<file path="config.mk">
export PLATFORM = sky130hd
export DESIGN_NAME = null_src_pkt_scheduler
export DESIGN_NICKNAME = d
export VERILOG_FILES = /design/src/rtl/null_sched_pkg.sv /design/src/rtl/null_sched_gap_timer.sv /design/src/rtl/null_src_pkt_scheduler.sv
export SDC_FILE = /design/constraint.sdc
export NUM_CORES = 1
export LEC_CHECK = 0
export CAP_MARGIN = 20
export CORE_UTILIZATION = 33
export CTS_CLUSTER_DIAMETER = 60
export DETAILED_ROUTE_END_ITERATION = 7
export HOLD_SLACK_MARGIN = 0.12
export PLACE_DENSITY = 0.6
export SYNTH_ARGS = -nofsm -noshare
export SYNTH_HDL_FRONTEND = slang
export SYNTH_SLANG_ARGS = --single-unit
</file>
<file path="constraint.sdc">
create_clock -name rfnoc_chdr_clk -period 4.7 [get_ports rfnoc_chdr_clk]
set_input_delay 0.705 -clock rfnoc_chdr_clk [delete_from_list [all_inputs] [get_ports rfnoc_chdr_clk]]
set_output_delay 0.705 -clock rfnoc_chdr_clk [all_outputs]
set_load 0.05 [all_outputs]
</file>
<file path="src/rtl/null_sched_pkg.sv">
// null_sched_pkg: shared state, width constants and latched-config type for the null source scheduler
package null_sched_pkg;
  localparam int LPP_W = 16;
  localparam int SEQ_W = 16;
  localparam int CFG_CNT_W = 32;
  localparam int CFG_GAP_W = 16;
  typedef enum logic [1:0] {IDLE, REQ, WAIT_DONE, GAP} state_t;
  typedef struct packed {
    logic [CFG_CNT_W-1:0] num_pkts;
    logic [LPP_W-1:0]     lpp;
    logic [CFG_GAP_W-1:0] gap;
  } cfg_t;
endpackage

</file>
<file path="src/rtl/null_sched_gap_timer.sv">
// null_sched_gap_timer: loadable saturating down-counter with a zero flag
module null_sched_gap_timer #(
  parameter int W = 16
) (
  input  logic         clk,
  input  logic         rst,
  input  logic         i_load,
  input  logic [W-1:0] i_val,
  output logic         o_zero
);
  logic [W-1:0] r_cnt;
  always_ff @(posedge clk) begin
    if (rst) r_cnt <= '0;
    else r_cnt <= i_load ? i_val : (r_cnt != '0) ? r_cnt - 1'b1 : r_cnt;
  end
  assign o_zero = (r_cnt == '0);
endmodule

</file>
<file path="src/rtl/null_src_pkt_scheduler.sv">
// null_src_pkt_scheduler: issues per-packet requests to the null source with idle gaps and stop control
// Optional watchdog on WAIT_DONE enabled by defining NULL_SCHED_TIMEOUT_EN.
module null_src_pkt_scheduler
  import null_sched_pkg::*;
#(
  parameter int CNT_W = 32,
  parameter int GAP_W = 16,
  parameter int TIMEOUT_CYC = 4096
) (
  input  logic             rfnoc_chdr_clk,
  input  logic             rfnoc_chdr_rst,
  input  logic             cfg_start,
  input  logic             cfg_stop,
  input  logic [CNT_W-1:0] cfg_num_pkts,
  input  logic [15:0]      cfg_lpp,
  input  logic [GAP_W-1:0] cfg_gap_cycles,
  output logic             pkt_req_valid,
  input  logic             pkt_req_ready,
  output logic [15:0]      pkt_req_lines,
  output logic [15:0]      pkt_req_seq,
  input  logic             pkt_done,
  output logic             busy,
  output logic [CNT_W-1:0] sent_cnt,
  output logic             done_pulse,
  output logic             err_timeout
);
  if (TIMEOUT_CYC < 1) begin : g_bad_timeout
    $error("TIMEOUT_CYC must be at least 1");
  end
  state_t           r_state;
  cfg_t             r_cfg;
  logic             r_valid, r_busy, r_done, r_err, r_stop_pend;
  logic [SEQ_W-1:0] r_seq;
  logic [CNT_W-1:0] r_sent;
  logic [CNT_W-1:0] w_num, w_sent_nxt;
  logic [GAP_W-1:0] w_gap;
  logic             w_last, w_stop, w_gap_zero, w_wd_zero;
  assign w_num      = CNT_W'(r_cfg.num_pkts);
  assign w_gap      = GAP_W'(r_cfg.gap);
  assign w_sent_nxt = r_sent + 1'b1;
  assign w_last     = (w_num != '0) && (w_sent_nxt == w_num);
  assign w_stop     = r_stop_pend | cfg_stop;
  // Loaded with gap-1 so the next valid lands exactly gap+1 cycles after pkt_done
  null_sched_gap_timer #(.W(GAP_W)) u_gap (
    .clk(rfnoc_chdr_clk), .rst(rfnoc_chdr_rst),
    .i_load(r_state == WAIT_DONE && pkt_done), .i_val(w_gap - 1'b1), .o_zero(w_gap_zero)
  );
`ifdef NULL_SCHED_TIMEOUT_EN
  localparam int WD_W = $clog2(TIMEOUT_CYC + 1);
  null_sched_gap_timer #(.W(WD_W)) u_wd (
    .clk(rfnoc_chdr_clk), .rst(rfnoc_chdr_rst),
    .i_load(r_state == REQ && pkt_req_ready), .i_val(WD_W'(TIMEOUT_CYC - 1)), .o_zero(w_wd_zero)
  );
`else
  assign w_wd_zero = 1'b0;
`endif
  always_ff @(posedge rfnoc_chdr_clk) begin
    if (rfnoc_chdr_rst) begin
      r_state     <= IDLE;
      r_cfg       <= '0;
      r_valid     <= 1'b0;
      r_busy      <= 1'b0;
      r_done      <= 1'b0;
      r_err       <= 1'b0;
      r_stop_pend <= 1'b0;
      r_seq       <= '0;
      r_sent      <= '0;
    end else begin
      r_done <= 1'b0;
      case (r_state)
        IDLE: begin
          r_busy      <= 1'b0;
          r_stop_pend <= 1'b0;
          if (cfg_start && !cfg_stop && !r_busy) begin
            r_cfg.num_pkts <= CFG_CNT_W'(cfg_num_pkts);
            r_cfg.lpp      <= (cfg_lpp == '0) ? LPP_W'(1) : cfg_lpp;
            r_cfg.gap      <= CFG_GAP_W'(cfg_gap_cycles);
            r_sent  <= '0;
            r_seq   <= '0;
            r_err   <= 1'b0;
            r_valid <= 1'b1;
            r_busy  <= 1'b1;
            r_state <= REQ;
          end
        end
        REQ: begin
          if (cfg_stop) r_stop_pend <= 1'b1;
          if (pkt_req_ready) begin
            r_valid <= 1'b0;
            r_seq   <= r_seq + 1'b1;
            r_state <= WAIT_DONE;
          end
        end
        WAIT_DONE: begin
          if (cfg_stop) r_stop_pend <= 1'b1;
          if (pkt_done) begin
            r_sent <= w_sent_nxt;
            if (w_stop || w_last) begin
              r_state <= IDLE;
              r_done  <= 1'b1;
            end else if (w_gap == '0) begin
              r_state <= REQ;
              r_valid <= 1'b1;
            end else r_state <= GAP;
          end else if (w_wd_zero) begin
            r_err   <= 1'b1;
            r_state <= IDLE;
            r_done  <= 1'b1;
          end
        end
        GAP: begin
          if (cfg_stop) begin
            r_state <= IDLE;
            r_done  <= 1'b1;
          end else if (w_gap_zero) begin
            r_state <= REQ;
            r_valid <= 1'b1;
          end
        end
        default: r_state <= IDLE;
      endcase
    end
  end
  assign pkt_req_valid = r_valid;
  assign pkt_req_lines = r_cfg.lpp;
  assign pkt_req_seq   = r_seq;
  assign busy          = r_busy;
  assign sent_cnt      = r_sent;
  assign done_pulse    = r_done;
  assign err_timeout   = r_err;
endmodule
</file>
==> out/qor.csv, run 1 <==
stage,metric,value,unit
sta,skew,0.01032,ns
critical_path,worstSetupEndpointType,flip-flop,
floorplanning,die_h,148.9,µm
synthesis,yosysMostFrequentCell,nand2_1,
synthesis,ys_ff_latch,134,
global_route,antenna_found_initial,1,
sta,fin_ws,1.262,ns
pwr,power.density,439.6,nW/µm²
synthesis,async_flop_share,0,%
clock_network,hold_buffers,0,
pwr,peakVddDrop,0.2493,mV
cells_and_area,finalNetCount,1121,
route,ant_nets,0,
clock_network,post-cts-setup-buffers,0,
critical_path,critPathKind,flip-flop to flip-flop,
sta,setup_tns,0,ns
floorplanning,core-area,21090,µm²
clock_network,htree_levels,4,
run_status,status,"finished, final reports clean",
synthesis,yosys_warnings,0,
sta,fin_crit,3.438,ns
clock_network,clockBufferDepth,2,
global_route,grt_use_total,19.66,%
route,drc,0,
synthesis,seq_area_frac_synth,37.65,%
sta,whs,0.4526,ns
route,vias,7065,
placed_design,io_buffers,136,
synthesis,ys_top_cells_by_area,"dfxtp_1, nand2_1, a21oi_1",
sta,min_period_over_period,73.15,%
cells_and_area,n_fill_cell,2199,
clock_network,clkSinkCount,134,
floorplanning,ioPinCount,138,
placed_design,dpl.hpwl,15280,µm
placed_design,gp_congestion,0.8965,
sta,fmax,290.9,MHz
route,routedWlPerCell,16.08,µm
route,routed_wl,21420,µm
synthesis,avgSynthCellArea,7.555,µm²
floorplanning,chipWidth,148.9,µm
cells_and_area,drive_above_1_share,4.730,%
clock_network,numCtsBuffers,17,
synthesis,netlist_area,7124,µm²
synthesis,synthCells,943,
sta,rsz0062_at_grt,false,
route,drt-pass1-iter-count,5,
clock_network,clk_pin_slew,0.06,ns
synthesis,synth_top_area_share,37.65,%
cells_and_area,area_growth,30.30,%
sta,finalSetupViolCount,0,
floorplanning,start_util,33.78,%
global_route,grt_max_degree,71,
run,cap_violations,0,
global_route,grt_pass1_wl,34090,µm
clock_network,ctsResizeCount,0,
hold_path,hold_path.class,flip-flop to flip-flop,
pwr,leakage,3.369,nW
critical_path,cp-start-kind,flip-flop,
critical_path,crit_path_max_fanout,16,
global_route,gr-total-overflow,0,
placed_design,dp_slack,1.012,ns
synthesis,synth-main-ff-cell,dfxtp_1,
synthesis,synth-edff-count,0,
synthesis,synth_common_cells,"nand2_1, dfxtp_1, a21oi_1",
clock_network,cts_tree,yes,
sta,worst_slew_pin_slew,1.045,ns
synthesis,synth_top_area_cell,dfxtp_1,
clock_network,cts_root_buf,clkbuf_16,
synthesis,yosysUniqueCellTypes,59,
floorplanning,rows,53,
critical_path,cp.arrival,3.75,ns
route,vias_per_cell,5.304,
global_route,grt_pass1_vias,6272,
synthesis,mappedNetlistNets,1020,
clock_network,clock_latency,0.43,ns
critical_path,worst_ep_required_time,5.02,ns
sta,slew_headroom,29.88,%
sta,drv_slew,0,
cells_and_area,diodes,0,
sta,hold_violations,0,
route,drtIter0Drc,430,
floorplanning,dieArea,22180,µm²
[placed cells by master, fill, tap and decap left out, types with 17 or more instances in the layout]
master and n:
nand2_1 178, clkdlybuf4s50_1 135, dfxtp_1 134, a21oi_1 113, nor2_1 94, xor2_1 45, o21ai_0 35, nor4_1 31
xnor2_1 28, nand4_1 25, nor3_1 23, nand3_1 20, and4_1 18, clkbuf_16 17
[kinds of logic after synthesis]
group                    Yosys count  share of synthesized area (%)
XOR/XNOR                          73                          8.974
AO/OA/AOI/OAI                    197                          15.91
adder cells (fa/ha/maj)            7                          1.229
AND/OR/NAND/NOR                  444                          30.03
other                              1                        0.05264
buffers and inverters             72                          4.039
flip-flops                       134                          37.65
multiplexers                      15                          2.107
[stage by stage]
stage | cell area [µm²] | std cells | total power (W) | util, %
3_3_place_gp | 8637 | 1299 | 0.002652 | 40.96
2_1_floorplan | 7124 | 943 | 0.002291 | -
5_1_grt | 9283 | 1332 | 0.004325 | 44.02
3_5_place_dp | 8648 | 1300 | 0.002666 | 41.01
4_1_cts | 9283 | 1332 | 0.004110 | 44.02
6_report | 9283 | 1332 | 0.004080 | 44.02
[power by group]
| part | leakage (nW) | internal [W] | switching [W] |
|---|---|---|---|
| combinational | 1.98 | 0.000484 | 0.000760 |
| clock | 0.301 | 0.000920 | 0.000519 |
| sequential | 1.09 | 0.00127 | 0.000129 |
| total | 3.37 | 0.00267 | 0.00141 |
[critical path, stage by stage (launching register included)]
cell,delay [ns]
dfxtp_1,0.58
nand3_2,0.22
or4_1,0.85
or2_1,0.41
a2111oi_2,0.34
nand4_1,0.23
nor4_2,0.44
o21ai_1,0.13
o211a_1,0.13
[state kept, by name (all words and copies together) (netlist names)]
signal / count
w_num: 32
pkt_req_seq: 16
busy: 1
done_pulse: 1
sent_cnt: 32
u_gap.r_cnt: 16
w_gap: 16
pkt_req_valid: 1
pkt_req_lines: 16
r_stop_pend: 1
r_state: 2
[cell type report]
class                   count  area (µm²)  area share (%)
clock buffers              22       464.2           5.001
clock inverters            10       170.2           1.833
inverters                   9       33.78          0.3639
multi-input cells         737        4158           44.79
flip-flops and latches    134        2683           28.90
well taps                 275       344.1           3.707
repair buffers            145        1430           15.41
[layer usage]
metal	GRT usage (%)	up-vias	part of all wire [%]
met4	7.347	2	1.9
met5	0	-	0.061
met3	5.260	30	6.2
li1	-	3520	-
met1	27.16	3322	48
met2	29.02	191	44
[worst paths after layout]
path | endpoint | startpoint | cells past startpoint | slack, ns
worst max register to register | r_state[0]$_SDFFE_PP0P_ | sent_cnt[4]$_SDFFE_PP0P_ | 8 | 1.26
worst max-delay path | r_state[0]$_SDFFE_PP0P_ | sent_cnt[4]$_SDFFE_PP0P_ | 8 | 1.26
worst min register to register | pkt_req_lines[8]$_SDFFE_PP0P_ | pkt_req_lines[8]$_SDFFE_PP0P_ | 2 | 0.45
worst min-delay path | pkt_req_lines[8]$_SDFFE_PP0P_ | pkt_req_lines[8]$_SDFFE_PP0P_ | 2 | 0.45
Power figures use the tool's default switching activity.
==> run 2, diff against run 1 <==
--- a/config.mk
+++ b/config.mk
@@ -10,7 +10,7 @@
 export CTS_CLUSTER_DIAMETER = 60
 export DETAILED_ROUTE_END_ITERATION = 7
 export HOLD_SLACK_MARGIN = 0.12
-export PLACE_DENSITY = 0.6
+export PLACE_DENSITY = 0.62
 export SYNTH_ARGS = -nofsm -noshare
 export SYNTH_HDL_FRONTEND = slang
 export SYNTH_SLANG_ARGS = --single-unit
==> constraint.sdc (replaced) <==
create_clock -name rfnoc_chdr_clk -period 2.99 [get_ports rfnoc_chdr_clk]
set_input_delay 0.4485 -clock rfnoc_chdr_clk [delete_from_list [all_inputs] [get_ports rfnoc_chdr_clk]]
set_output_delay 0.4485 -clock rfnoc_chdr_clk [all_outputs]
set_load 0.05 [all_outputs]
==> run 2 against run 1 <==
Non-clock buffer count is 48 higher. Sequential cell count stayed put. First-iteration DRC count is 44% higher. Combinational power is 69% higher. Final cell count is 3.5% higher. Critical path depth is 1 higher. Clock skew is 0.0034 ns lower. Register-to-register slack worse by 1.1 ns.
==> out/qor.csv, run 2 (synthesis gave the netlist of run 1 again) <==
stage,metric,value,unit,change
sta,fin_crit,2.862,ns,-0.5755 ns
sta,min_period_over_period,95.73,%,+23 points
clock_network,clk_pin_slew,0.06,ns,about the same
sta,whs,0.4502,ns,-0.002411 ns
global_route,grt_use_total,20.39,%,+0.73 points
run,cap_violations,0,,unchanged
floorplanning,die_h,148.9,µm,unchanged
clock_network,cts_root_buf,clkbuf_16,,
route,ant_nets,0,,unchanged
hold_path,min_to,pkt_req_lines[4]$_SDFFE_PP0P_,,
critical_path,critPathKind,flip-flop to flip-flop,,
hold_path,hold_depth,2,,unchanged
global_route,grt_max_degree,56,,-21%
critical_path,worstSetupEndpointType,flip-flop,,
cells_and_area,finalNetCount,1169,,+4.3%
sta,skew,0.006882,ns,-0.003435 ns
route,drt-pass1-iter-count,7,,+2
critical_path,worst_ep_required_time,3.36,ns,-1.66 ns
pwr,leakage,3.594,nW,+6.7%
critical_path,rr_endpoint,pkt_req_valid$_SDFFE_PP0P_,,
run_status,status,"finished, final reports clean",,
sta,hold_violations,0,,unchanged
floorplanning,core-area,21090,µm²,unchanged
route,drtIter0Drc,618,,+44%
clock_network,clock_latency,0.43,ns,about the same
sta,fmax,349.4,MHz,+20%
global_route,gr-total-overflow,0,,unchanged
hold_path,hold_path.class,flip-flop to flip-flop,,
sta,rsz0062_at_grt,false,,
route,routedWlPerCell,16.05,µm,-0.19%
placed_design,io_buffers,136,,unchanged
critical_path,rr_worst_depth,9,,+1
cells_and_area,diodes,0,,unchanged
critical_path,reg2reg_from,sent_cnt[2]$_SDFFE_PP0P_,,
hold_path,worstHoldStart,pkt_req_lines[4]$_SDFFE_PP0P_,,
sta,drv_slew,0,,unchanged
clock_network,post-cts-setup-buffers,0,,unchanged
clock_network,clockBufferDepth,2,,unchanged
floorplanning,rows,53,,unchanged
sta,slew_headroom,51.30,%,+21 points
cells_and_area,final_common_cell,nand2_1,,
route,routed_wl,22120,µm,+3.3%
critical_path,cp-start-kind,flip-flop,,
floorplanning,ioPinCount,138,,unchanged
cells_and_area,stdcell_count,1378,,+3.5%
clock_network,clkSinkCount,134,,unchanged
pwr,power.density,658.4,nW/µm²,+50%
clock_network,hold_buffers,0,,unchanged
critical_path,cp.arrival,3.24,ns,-0.51 ns
critical_path,crit_path_max_fanout,10,,-6
floorplanning,start_util,33.78,%,unchanged
global_route,grt_pass1_wl,35290,µm,+3.5%
clock_network,cts_tree,yes,,
pwr,peakVddDrop,0.3798,mV,+52%
route,vias,7266,,+2.8%
clock_network,htree_levels,4,,unchanged
cells_and_area,layout_common_cells,"nand2_1, clkdlybuf4s50_1, dfxtp_1, a21oi_1, nor2_1",,
cells_and_area,area_growth,35.14,%,
cells_and_area,drive_above_1_share,10.34,%,+5.6 points
route,vias_per_cell,5.273,,-0.59%
floorplanning,dieArea,22180,µm²,unchanged
placed_design,dpl.hpwl,16350,µm,+7.0%
sta,setup_tns,0,ns,unchanged
global_route,antenna_found_initial,1,,unchanged
clock_network,ctsResizeCount,0,,unchanged
sta,finalSetupViolCount,0,,unchanged
placed_design,place.detailed.instances,1348,,+3.7%
route,drc,0,,unchanged
sta,worst_slew_pin_slew,0.7238,ns,-0.3211 ns
floorplanning,chipWidth,148.9,µm,unchanged
critical_path,reg2reg_setup_slack,0.13,ns,-1.13 ns
global_route,grt_pass1_vias,6641,,+5.9%
placed_design,gp_congestion,0.9240,,+3.1%
clock_network,numCtsBuffers,17,,unchanged
## run 2: changes by cell type in the layout (fill, tap and decap cells not counted), moves of 2 or more
| cell | delta |
|---|---|
| buf_4 | +48 |
| bufinv_16 | -2 |
| clkbuf_1 | -3 |
| clkinv_2 | +3 |
| clkinv_4 | -3 |
| clkinvlp_4 | +3 |
| dfxtp_1 | -11 |
| dfxtp_2 | +11 |
## run 2: report_power, final
part           leakage, nW  switching (W)  total (W)  internal [W]
clock network        0.266       0.000821    0.00206       0.00124
registers             1.09       0.000201    0.00219       0.00199
logic                 2.23        0.00122    0.00209      0.000862
## run 2: final cells by class
type	count	area, µm²
fillers	2156	11460
flip-flops and latches	134	2696
well taps	275	344.1
inverters	9	33.78
multi-input cells	737	4185
repair buffers	193	1799
clock buffers	18	439.2
clock inverters	12	130.1
## run 2: per-layer routing
layer | global-route usage, % | vias up | share of wire [%]
met4 | 6.786 | 2 | 2.2
met3 | 6.086 | 39 | 7.5
met5 | 0 | - | 0.054
met1 | 27.31 | 3358 | 46
met2 | 31.05 | 253 | 45
li1 | - | 3614 | -
## run 2: worst max path at each step
stage | startpoint | end | slack, ns | cells past startpoint
2_1_floorplan | sent_cnt[8]$_SDFFE_PP0P_ | r_state[0]$_SDFFE_PP0P_ | 0.00003 | 10
3_3_place_gp | sent_cnt[3]$_SDFFE_PP0P_ | r_state[0]$_SDFFE_PP0P_ | 0.1 | 10
3_5_place_dp | sent_cnt[2]$_SDFFE_PP0P_ | r_state[0]$_SDFFE_PP0P_ | 0.08 | 8
6_report | sent_cnt[2]$_SDFFE_PP0P_ | pkt_req_valid$_SDFFE_PP0P_ | 0.13 | 9
4_1_cts | sent_cnt[2]$_SDFFE_PP0P_ | r_state[0]$_SDFFE_PP0P_ | 0.06 | 8
5_1_grt | r_state[0]$_SDFFE_PP0P_ | u_gap.r_cnt[15]$_SDFFE_PP0P_ | 0.01 | 12
## run 2: worst max-delay path, stage by stage (launching register included)
cell	delay, ns
dfxtp_2	0.41
nand4_2	0.16
buf_4	0.19
nor4_1	0.55
xnor2_1	0.18
nor4_1	0.31
nand4_1	0.29
nor4_2	0.40
o31ai_1	0.10
o21ba_1	0.22
## run 2: through the flow
step	power [W]	utilization, %	worst slack [ns]	area [µm²]
floorplan	0.003605	-	0.00002953	7149
global placement	0.004290	42.86	0.09613	9039
detailed placement	0.004299	42.86	0.08061	9039
CTS	0.006369	45.56	0.06182	9608
global route	0.006720	45.66	0.01022	9628
finish	0.006340	45.66	0.1277	9628
==> run 3, diff against run 2 <==
--- a/config.mk
+++ b/config.mk
@@ -6,11 +6,11 @@
 export NUM_CORES = 1
 export LEC_CHECK = 0
 export CAP_MARGIN = 20
-export CORE_UTILIZATION = 33
+export CORE_UTILIZATION = 42
 export CTS_CLUSTER_DIAMETER = 60
 export DETAILED_ROUTE_END_ITERATION = 7
 export HOLD_SLACK_MARGIN = 0.12
-export PLACE_DENSITY = 0.62
+export PLACE_DENSITY = 0.74
 export SYNTH_ARGS = -nofsm -noshare
 export SYNTH_HDL_FRONTEND = slang
 export SYNTH_SLANG_ARGS = --single-unit
==> run 3 against run 2 <==
Final cell count decreased by 4.6%. Sequential share of layout area rose by 0.19 points. Utilization grew 12 points. Sequential cell count unchanged. Die area is 21% lower. First-iteration DRC count rose by 2.3%. Largest power group is now the clock network.
==> out/qor.csv, run 3 (synthesis gave the netlist of run 1 again) <==
stage,metric,value,unit,change
floorplanning,chipWidth,132.2,µm,-11%
sta,slew_headroom,49.36,%,-1.9 points
pwr,p_int,0.004313,W,+5.4%
sta,finalSetupViolCount,0,,unchanged
floorplanning,core-area,16580,µm²,-21%
floorplanning,start_util,42.96,%,+9.2 points
global_route,gr-total-overflow,0,,unchanged
route,routed_wl,21330,µm,-3.6%
route,drc,0,,unchanged
clock_network,post-cts-setup-buffers,0,,unchanged
placed_design,io_buffers,136,,unchanged
pwr,leakage,3.593,nW,about the same
clock_network,clock_latency,0.43,ns,about the same
run,cap_violations,0,,unchanged
pwr,netSwitchingFraction,34.17,%,-1.3 points
global_route,antenna_found_initial,1,,unchanged
placed_design,gp_congestion,0.9661,,+4.6%
route,routedWlPerCell,16.23,µm,+1.1%
global_route,grt_pass1_vias,6694,,+0.80%
sta,hold_violations,0,,unchanged
pwr,p_clk_share,35.1,%,+2.6 points
cells_and_area,area_growth,34.21,%,
cells_and_area,layout_common_cells,"nand2_1, clkdlybuf4s50_1, dfxtp_1, a21oi_1, nor2_1",,
sta,rsz0062_at_grt,false,,
sta,min_period_over_period,95.53,%,-0.20 points
clock_network,cts_root_buf,clkbuf_16,,
route,drtIter0Drc,632,,+2.3%
global_route,grt_max_degree,69,,+23%
critical_path,cp.arrival,3.23,ns,about the same
critical_path,critPathKind,flip-flop to flip-flop,,
pwr,peakVddDrop,0.4630,mV,+22%
clock_network,clkSinkCount,134,,unchanged
clock_network,cts_tree,yes,,
sta,skew,0.01302,ns,+0.006141 ns
floorplanning,die_h,132.2,µm,-11%
floorplanning,ioPinCount,138,,unchanged
route,vias_per_cell,5.559,,+5.4%
sta,setup_tns,0,ns,unchanged
cells_and_area,final_common_cell,nand2_1,,
critical_path,worst_ep_required_time,3.37,ns,about the same
hold_path,hold_path.class,primary input to flip-flop,,
route,ant_nets,0,,unchanged
run_status,status,"finished, final reports clean",,
global_route,grt_use_total,24.84,%,+4.5 points
critical_path,cp-start-kind,flip-flop,,
route,drt-pass1-iter-count,5,,-2
sta,worst_slew_pin_slew,0.7596,ns,+0.03587 ns
pwr,share_comb_of_total_power,31.3,%,-1.6 points
pwr,power.density,685.2,nW/µm²,+4.1%
placed_design,dpl.hpwl,15350,µm,-6.1%
sta,fmax,350.1,MHz,+0.21%
clock_network,clockBufferDepth,2,,unchanged
cells_and_area,drive_above_1_share,9.232,%,-1.1 points
global_route,grt_pass1_wl,34750,µm,-1.5%
cells_and_area,diodes,0,,unchanged
pwr,switchingPower,0.002239,W,-0.32%
clock_network,htree_levels,4,,unchanged
sta,fin_crit,2.856,ns,-0.006031 ns
critical_path,worstSetupEndpointType,flip-flop,,
cells_and_area,finalNetCount,1159,,-0.86%
clock_network,numCtsBuffers,17,,unchanged
clock_network,clk_pin_slew,0.06,ns,about the same
cells_and_area,final_util,57.66,%,+12 points
route,vias,7305,,+0.54%
floorplanning,rows,47,,-11%
floorplanning,dieArea,17490,µm²,-21%
critical_path,crit_path_max_fanout,10,,unchanged
sta,drv_slew,0,,unchanged
pwr,p_seq_share,33.6,%,-1.0 points
==> run 3: path summary, 6_finish.rpt <==
| path | from | end | slack, ns | depth (start not counted) |
|---|---|---|---|---|
| max | sent_cnt[2]$_SDFFE_PP0P_ | pkt_req_valid$_SDFFE_PP0P_ | 0.13 | 9 |
| min | rfnoc_chdr_rst | w_gap[2]$_SDFFE_PP0P_ | 0.43 | 2 |
| max reg2reg | sent_cnt[2]$_SDFFE_PP0P_ | pkt_req_valid$_SDFFE_PP0P_ | 0.13 | 9 |
| min reg2reg | pkt_req_lines[5]$_SDFFE_PP0P_ | pkt_req_lines[5]$_SDFFE_PP0P_ | 0.45 | 2 |
==> run 3: metal layers <==
layer	track usage [%]	wire [µm]	vias up
met5	0	0	-
met4	6.322	198	0
met3	7.113	1824	19
met2	39.65	9744	264
met1	32.88	9559	3412
li1	-	-	3610
==> run 3: worst max-delay path, cell delays in order (launching register included) <==
cell and delay (ns):
dfxtp_2 0.41, nand4_2 0.13, or4_1 0.66, buf_4 0.22
o31a_1 0.31, o32ai_1 0.37, o221ai_1 0.19, nor4_2 0.21
o31ai_1 0.09, o21ba_1 0.21
==> run 3: power by group through the flow <==
stage | combinational [W] | clock [W] | sequential, W
finish | 0.00205 | 0.00230 | 0.00220
global route | 0.00226 | 0.00241 | 0.00223
CTS | 0.00204 | 0.00232 | 0.00220
detailed placement | 0.00203 | 0 | 0.00224
global placement | 0.00201 | 0 | 0.00223
floorplan | 0.00128 | 0 | 0.00232
==> run 3: through the flow <==
step	total power, W	setup WS (ns)	instance area, µm²	hold slack (ns)	std cells
2_1_floorplan	0.003605	0.00002953	7149	0.4483	943
3_3_place_gp	0.004240	0.1187	8912	0.4409	1282
3_5_place_dp	0.004265	0.04899	8912	0.4469	1282
4_1_cts	0.006555	0.07371	9547	0.4289	1313
5_1_grt	0.006904	0.005609	9562	0.4380	1314
6_report	0.006552	0.1337	9562	0.4304	1314
==> run 3: area by class of cell <==
| class | count | area, µm² |
|---|---|---|
| multi-input combinational | 737 | 4173 |
| fill | 1569 | 7022 |
| clock buffer | 20 | 436.7 |
| timing repair buffer | 183 | 1749 |
| clock inverter | 11 | 197.7 |
| tap | 220 | 275.3 |
| sequential | 134 | 2696 |
| inverter | 9 | 33.78 |
==> run 3: timing repair <==
action | in CTS | in global routing
hold buffers | 0 | 0
hold endpoints to repair | 0 | 0
setup endpoints to repair | 0 | 4
gates resized for setup | 0 | 2
